### src/rtl/mdu_result_fifo.sv
// In-order result buffer between the MDU and one CDB write port.
// Circular queue with a valid/ready interface on both sides; readiness depends only on occupancy.
module mdu_result_fifo #(
  parameter int unsigned DEPTH  = 4,
  parameter int unsigned DATA_W = 32,
  parameter int unsigned ID_W   = 6,
  parameter int unsigned PTR_W  = $clog2(DEPTH)
) (
  input  logic              clk,
  input  logic              rst,
  input  logic              flush,
  input  logic              res_valid_i,
  input  logic [DATA_W-1:0] res_data_i,
  input  logic [ID_W-1:0]   res_reg_id_i,
  output logic              fifo_ready_o,
  output logic              cdb_valid_o,
  output logic [DATA_W-1:0] cdb_data_o,
  output logic [ID_W-1:0]   cdb_reg_id_o,
  input  logic              cdb_ready_i,
  output logic [PTR_W:0]    count_o
);

  localparam int unsigned CNT_W = PTR_W + 1;

  typedef struct packed {
    logic [DATA_W-1:0] data;
    logic [ID_W-1:0]   id;
  } entry_t;

  entry_t           mem_q [DEPTH];
  logic [PTR_W-1:0] head_q, head_d;
  logic [PTR_W-1:0] tail_q, tail_d;
  logic [CNT_W-1:0] count_q, count_d;
  logic             enq;
  logic             deq;

  // A full queue refuses input even when the head retires in the same cycle.
  assign fifo_ready_o = (count_q != CNT_W'(DEPTH));
  assign cdb_valid_o  = (count_q != '0);
  assign enq          = res_valid_i & fifo_ready_o;
  assign deq          = cdb_valid_o & cdb_ready_i;
  assign count_o      = count_q;

  assign cdb_data_o   = cdb_valid_o ? mem_q[head_q].data : '0;
  assign cdb_reg_id_o = cdb_valid_o ? mem_q[head_q].id   : '0;

  // Next-state pointers and occupancy; flush overrides any transfer.
  always_comb begin
    head_d  = head_q;
    tail_d  = tail_q;
    count_d = count_q;
    if (flush) begin
      head_d  = '0;
      tail_d  = '0;
      count_d = '0;
    end else begin
      if (enq) tail_d = tail_q + PTR_W'(1);
      if (deq) head_d = head_q + PTR_W'(1);
      case ({enq, deq})
        2'b10:   count_d = count_q + CNT_W'(1);
        2'b01:   count_d = count_q - CNT_W'(1);
        default: count_d = count_q;
      endcase
    end
  end

  always_ff @(posedge clk or posedge rst) begin
    if (rst) begin
      head_q  <= '0;
      tail_q  <= '0;
      count_q <= '0;
    end else begin
      head_q  <= head_d;
      tail_q  <= tail_d;
      count_q <= count_d;
    end
  end

  // Storage carries no reset; entries are only observable while counted.
  always_ff @(posedge clk) begin
    if (enq && !flush) begin
      mem_q[tail_q] <= '{data: res_data_i, id: res_reg_id_i};
    end
  end

endmodule

### config.mk
export PLATFORM = sky130hd
export DESIGN_NAME = mdu_result_fifo
export DESIGN_NICKNAME = d
export VERILOG_FILES = /design/src/rtl/mdu_result_fifo.sv
export SDC_FILE = /design/constraint.sdc
export NUM_CORES = 1
export LEC_CHECK = 0
export CAP_MARGIN = 20
export CORE_AREA = 2 2 148 150
export DETAILED_ROUTE_END_ITERATION = 6
export DIE_AREA = 0 0 150 152
export GPL_ROUTABILITY_DRIVEN = 1
export PLACE_DENSITY_LB_ADDON = 0.05
export SETUP_SLACK_MARGIN = 0.4
export SLEW_MARGIN = 20
export SYNTH_ARGS = -nofsm -noshare
export SYNTH_HDL_FRONTEND = slang
export SYNTH_SLANG_ARGS = --single-unit
### constraint.sdc
create_clock -name clk -period 3.88 [get_ports clk]
set_input_delay 0.388 -clock clk [delete_from_list [all_inputs] [get_ports clk]]
set_output_delay 0.388 -clock clk [all_outputs]
set_load 0.02 [all_outputs]
Word level (Yosys, flattened, before mapping) --
Memory sizes are Yosys's and may differ from the RTL's. Cells that the tools add are included.
Word-level totals: output and inout port bits 43, memory bits (writable) 152, input port bits 43, memories 1, bits in registers 7, word-level logic and storage cells 29
Memories:
- mem_q | depth 4, width 38, rd ports 1, clocked after Yosys merged registers in 0, write ports 1, line 30 | entry_t mem_q [DEPTH];
Operators by class: add/subtract/negate cells 4, reduce and logical (&&, ||, !) cells 6, bitwise gates (word level) 2, eq/ne operators 3, muxes and demuxes 10
Operator list (count):
- two-way mux 32 bit | 1
- two-way mux 2 bit | 4
- two-way mux 6 bit | 1
- case mux 3 bit (2 select lines) | 1
- nonzero test 3 bit | 2
- adder 2 x 1 -> 2 bit (second input constant) | 2
- nonzero test 2 bit | 2
- adder 3 x 1 -> 3 bit (second input constant) | 1
- two-way mux 3 bit | 1
- inequality test 3 bit (second input constant) | 1
- subtractor 3 x 1 -> 3 bit (second input constant) | 1
- bitwise AND 1 bit | 2
- equality test 2 x 1 -> 1 bit (second input constant) | 1
- equality test 2 bit (second input constant) | 1
- two-way mux 1 bit | 2
- logical AND 1 bit | 1
- zero test 1 bit | 1

Depth between registers and ports, before layout --
depth after elaboration 5, depth in mapped cells 9, depth with buffers taken out 8

Worst setup path before layout --
No wires, ideal clock.
path kind register to register, from reg count_q[0] (netlist: count_o[0]), to mem mem_q[0][0] (netlist name) (enable), setup slack 1.391 ns, data arrival time 2.090 ns, buffers on the path 0, stages on the path, launching flop included 5, library setup time 0.399 ns, period minus slack after synthesis 2.489 ns, required time 3.481 ns, cell sequence dfrtp_1 > or3b_1 > nand2_2 > nor2_1 > and2_1
Between the ends: word-level cells in the longest chain between the ends 5
RTL lines:
- start, declared | line 33 | logic [CNT_W-1:0] count_q, count_d;
- start signal, assigned | line 75 | count_q <= count_d;
- inequality test 3 bit | line 38 | assign fifo_ready_o = (count_q != CNT_W'(DEPTH));
- named net fifo_ready_o | line 15 | output logic fifo_ready_o,
- bitwise AND 1 bit | line 40 | assign enq = res_valid_i & fifo_ready_o;
- logical AND 1 bit | line 81 | if (enq && !flush) begin
- two-way mux 1 bit | line 81
- two-way mux 1 bit (implied by the code) | line 82 | mem_q[tail_q] <= '{data: res_data_i, id: res_reg_id_i};
- end, declared | line 30
The timed path passes the listed nets, and every way through them passes these cells.

Worst setup path in the final report --
from reg head_q[0], to out cdb_reg_id_o[2]
Between the ends: word-level cells in the longest chain between the ends 2
RTL lines:
- start, declared | line 31 | logic [PTR_W-1:0] head_q, head_d;
- start signal, assigned | line 69 | head_q <= '0;
- start signal, assigned | line 73 | head_q <= head_d;
- memory (4 x 38 bit)
- two-way mux 6 bit | line 45 | assign cdb_reg_id_o = cdb_valid_o ? mem_q[head_q].id : '0;
- end, declared | line 18 | output logic [ID_W-1:0] cdb_reg_id_o,
Every way passes these cells.

==> impl_metrics.csv <==
group,metric,value,unit
critical_path,cp-end-kind,"primary output",
yosys,synth_enable_flop_cells,152,
timing,setup_viol,0,
pwr,combPwrFrac,19.1,%
pwr,cellInternalPower,3410,uW
place,hpwl,7860,um
detailed_routing,drt_wl_total,13300,um
detailed_routing,wl_per_cell,19.1,um
floorplan,row_count,54,
yosys,yosysSeqAreaShare,75.3,%
detailed_routing,ant_nets,0,
pwr,p_per_area,561,nW/um2
clocking,cts.path.max_buffers,2,
global_route,grt_pass1_vias,3482,
place,dpl.cell_count,661,
place,port_buffers,85,
cells_and_area,nets,448,
status,status,"finished clean",
clocking,post_cts_buffers,0,
cells_and_area,layout_common_cells,"edfxtp_1 (152), clkdlybuf4s50_1 (85), mux4_2 (38), and2_1 (38), clkbuf_16 (17)",
global_route,met2_usage,20.3,%
clocking,htreeDepth,4,
cells_and_area,area_growth,28.9,%
clocking,clock_latency,0.42,ns
clocking,cts_tree,"built",
critical_path,regToRegStartpoint,"count_o[0]",
timing,period_needed,3.09,ns
cells_and_area,diodes,0,
job,cap_violations,0,
yosys,synth_warnings,0,
critical_path,crit_type,"flop to primary output",
critical_path,r2r_cells,7,
floorplan,die_h,152,um
global_route,antenna_found_initial,0,
yosys,netlist_area,6300,um2
yosys,ys.flop_type,"edfxtp_1",
critical_path,crit_fanout,21,
detailed_routing,viasPerCell,4.49,
yosys,syn_inst,305,
clocking,cts.clk_slew.worst_paths,0.07,ns
floorplan,core_area,21400,um2
clocking,cts_resized,0,
cells_and_area,instances_no_fill,693,
global_route,grt_overflow_total,0,
global_route,grt_pass1_wl,20400,um
clocking,cts_hold_buf,0,
detailed_routing,vias,3112,
clocking,numCtsBuffers,17,
floorplan,die_x,150,um
pwr,p_sw,1140,uW
global_route,grtUsageMet1,15.7,%
timing,timing.fmax,324,MHz
timing,rsz0062_at_grt,"false",
pwr,p_clk_share,36.5,%
yosys,synth_nets,353,
critical_path,arrival,2.70,ns
detailed_routing,drtPass1Iterations,4,
critical_path,r2r_end,"count_o[2]",
cells_and_area,final_common_cell,"edfxtp_1",
yosys,synthArstFlopShare,4.40,%
pwr,p_leak,0.00257,uW
timing,hold_viol,0,
yosys,syn_avg_cell_area,20.6,um2
yosys,ys_ff_latch,159,
timing,setup-tns-final,0,ns
timing,final.period_utilization,79.6,%
timing,relSlewSlack,58.5,%
clocking,clock_sinks,159,
place,gp_congestion,0.679,
detailed_routing,drt_iter0_markers,118,
global_route,gr-usage-met3,3.54,%
pwr,ir_drop,292,uV
cells_and_area,drive_above_1_share,19.9,%
yosys,synth_cell_types,29,
critical_path,cp_data_required_time,3.49,ns
timing,slew_violations,0,
detailed_routing,drc,0,
timing,fin_skew,0.00959,ns
floorplan,io_pins,86,
clocking,cts_root_buf,"clkbuf_16",
worst_hold_path,holdCritPathClass,"input pin to asynchronous set/reset pin",
cells_and_area,final_util,38.0,%
pwr,swShare,25.0,%
global_route,grt_max_degree,42,
floorplan,die-area,22800,um2
critical_path,r2r_setup_slack,1.51,ns
timing,worst_pin_slew,0.622,ns
pwr,pwr-share-seq,44.4,%
place,placed_area,7520,um2
global_route,top_usage_layer,"met2",
critical_path,crit_path_start_kind,"flop",
cells_and_area,final_area,8120,um2
floorplan,initial_core_util,29.5,%
global_route,track_usage,12.4,%
## power by group through the flow
stage	clock, uW	combinational, uW	sequential [uW]
3_3_place_gp	0	888	2060
6_report	1660	867	2020
3_5_place_dp	0	894	2060
4_1_cts	1710	896	2020
5_1_grt	1780	939	2030
2_1_floorplan	0	540	2020
## how the worst max path moves through the flow
| stage | startpoint | endpoint | slack (ns) | depth (start not counted) |
|---|---|---|---|---|
| 2_1_floorplan | count_o[0] | mem_q[0][0] | 1.39 | 4 |
| 3_3_place_gp | head_q[0] | cdb_data_o[7] | 1.17 | 4 |
| 3_5_place_dp | head_q[0] | cdb_reg_id_o[2] | 1.16 | 4 |
| 4_1_cts | head_q[0] | cdb_reg_id_o[2] | 0.69 | 4 |
| 5_1_grt | head_q[0] | cdb_reg_id_o[2] | 0.62 | 4 |
| 6_report | head_q[0] | cdb_reg_id_o[2] | 0.79 | 4 |
## cell families (layout without fill, tap and decap cells)
kind of cell / count (synthesis) / count (layout) / synth area share (%)
mux: 39 / 39 / 13.8
fa+ha+maj: 5 / 5 / 1.11
simple gates: 70 / 70 / 6.48
compound gates: 9 / 9 / 0.855
flops: 159 / 159 / 75.3
buf+inv: 19 / 127 / 1.95
xor+xnor: 4 / 4 / 0.557
## per-layer routing
layer,up-vias,wire length [um]
met3,11,478
met2,66,6770
met1,1629,5860
met4,0,149
li1,1406,-
met5,-,0
## worst max-delay path, cell delays in order (launching register included)
cell and delay (ns):
dfrtp_4 0.73, buf_12 0.28, mux4_2 0.52, and2_1 0.20, clkdlybuf4s50_1 0.55
## cells in the mapped netlist, types with 3 or more instances
| cell | number | area (um2) |
|---|---|---|
| a21oi_1 | 3 | 15.0 |
| and2_1 | 42 | 263 |
| buf_2 | 5 | 25.0 |
| buf_6 | 6 | 67.6 |
| clkbuf_1 | 5 | 18.8 |
| dfrtp_1 | 7 | 175 |
| edfxtp_1 | 152 | 4560 |
| ha_1 | 4 | 50.1 |
| inv_1 | 3 | 11.3 |
| mux4_2 | 38 | 856 |
| nand2_1 | 5 | 18.8 |
| nand3_1 | 4 | 20.0 |
| nor2_1 | 9 | 33.8 |
| o21ai_0 | 3 | 15.0 |
## through the flow
stage                     hold slack [ns]  total power, uW  worst slack [ns]
after floorplan                     0.191             2560              1.39
after global placement              0.571             2950              1.17
after detailed placement            0.575             2960              1.16
after CTS                           0.206             4630             0.687
after global routing                0.219             4760             0.616
final                               0.208             4550             0.791
## cell type report
class	count	area (um2)
clock buffer	17	425
clock inverter	15	168
fill	1986	13200
inverter	3	11.3
multi-input combinational	127	1440
sequential	159	4740
tap	280	350
timing repair buffer	92	978
## sequential cells by signal, summed over array words and instances, names as in the netlist
signal   count
mem_q      152
count_o      3
tail_q       2
head_q       2
Power figures use the tool's default switching activity.
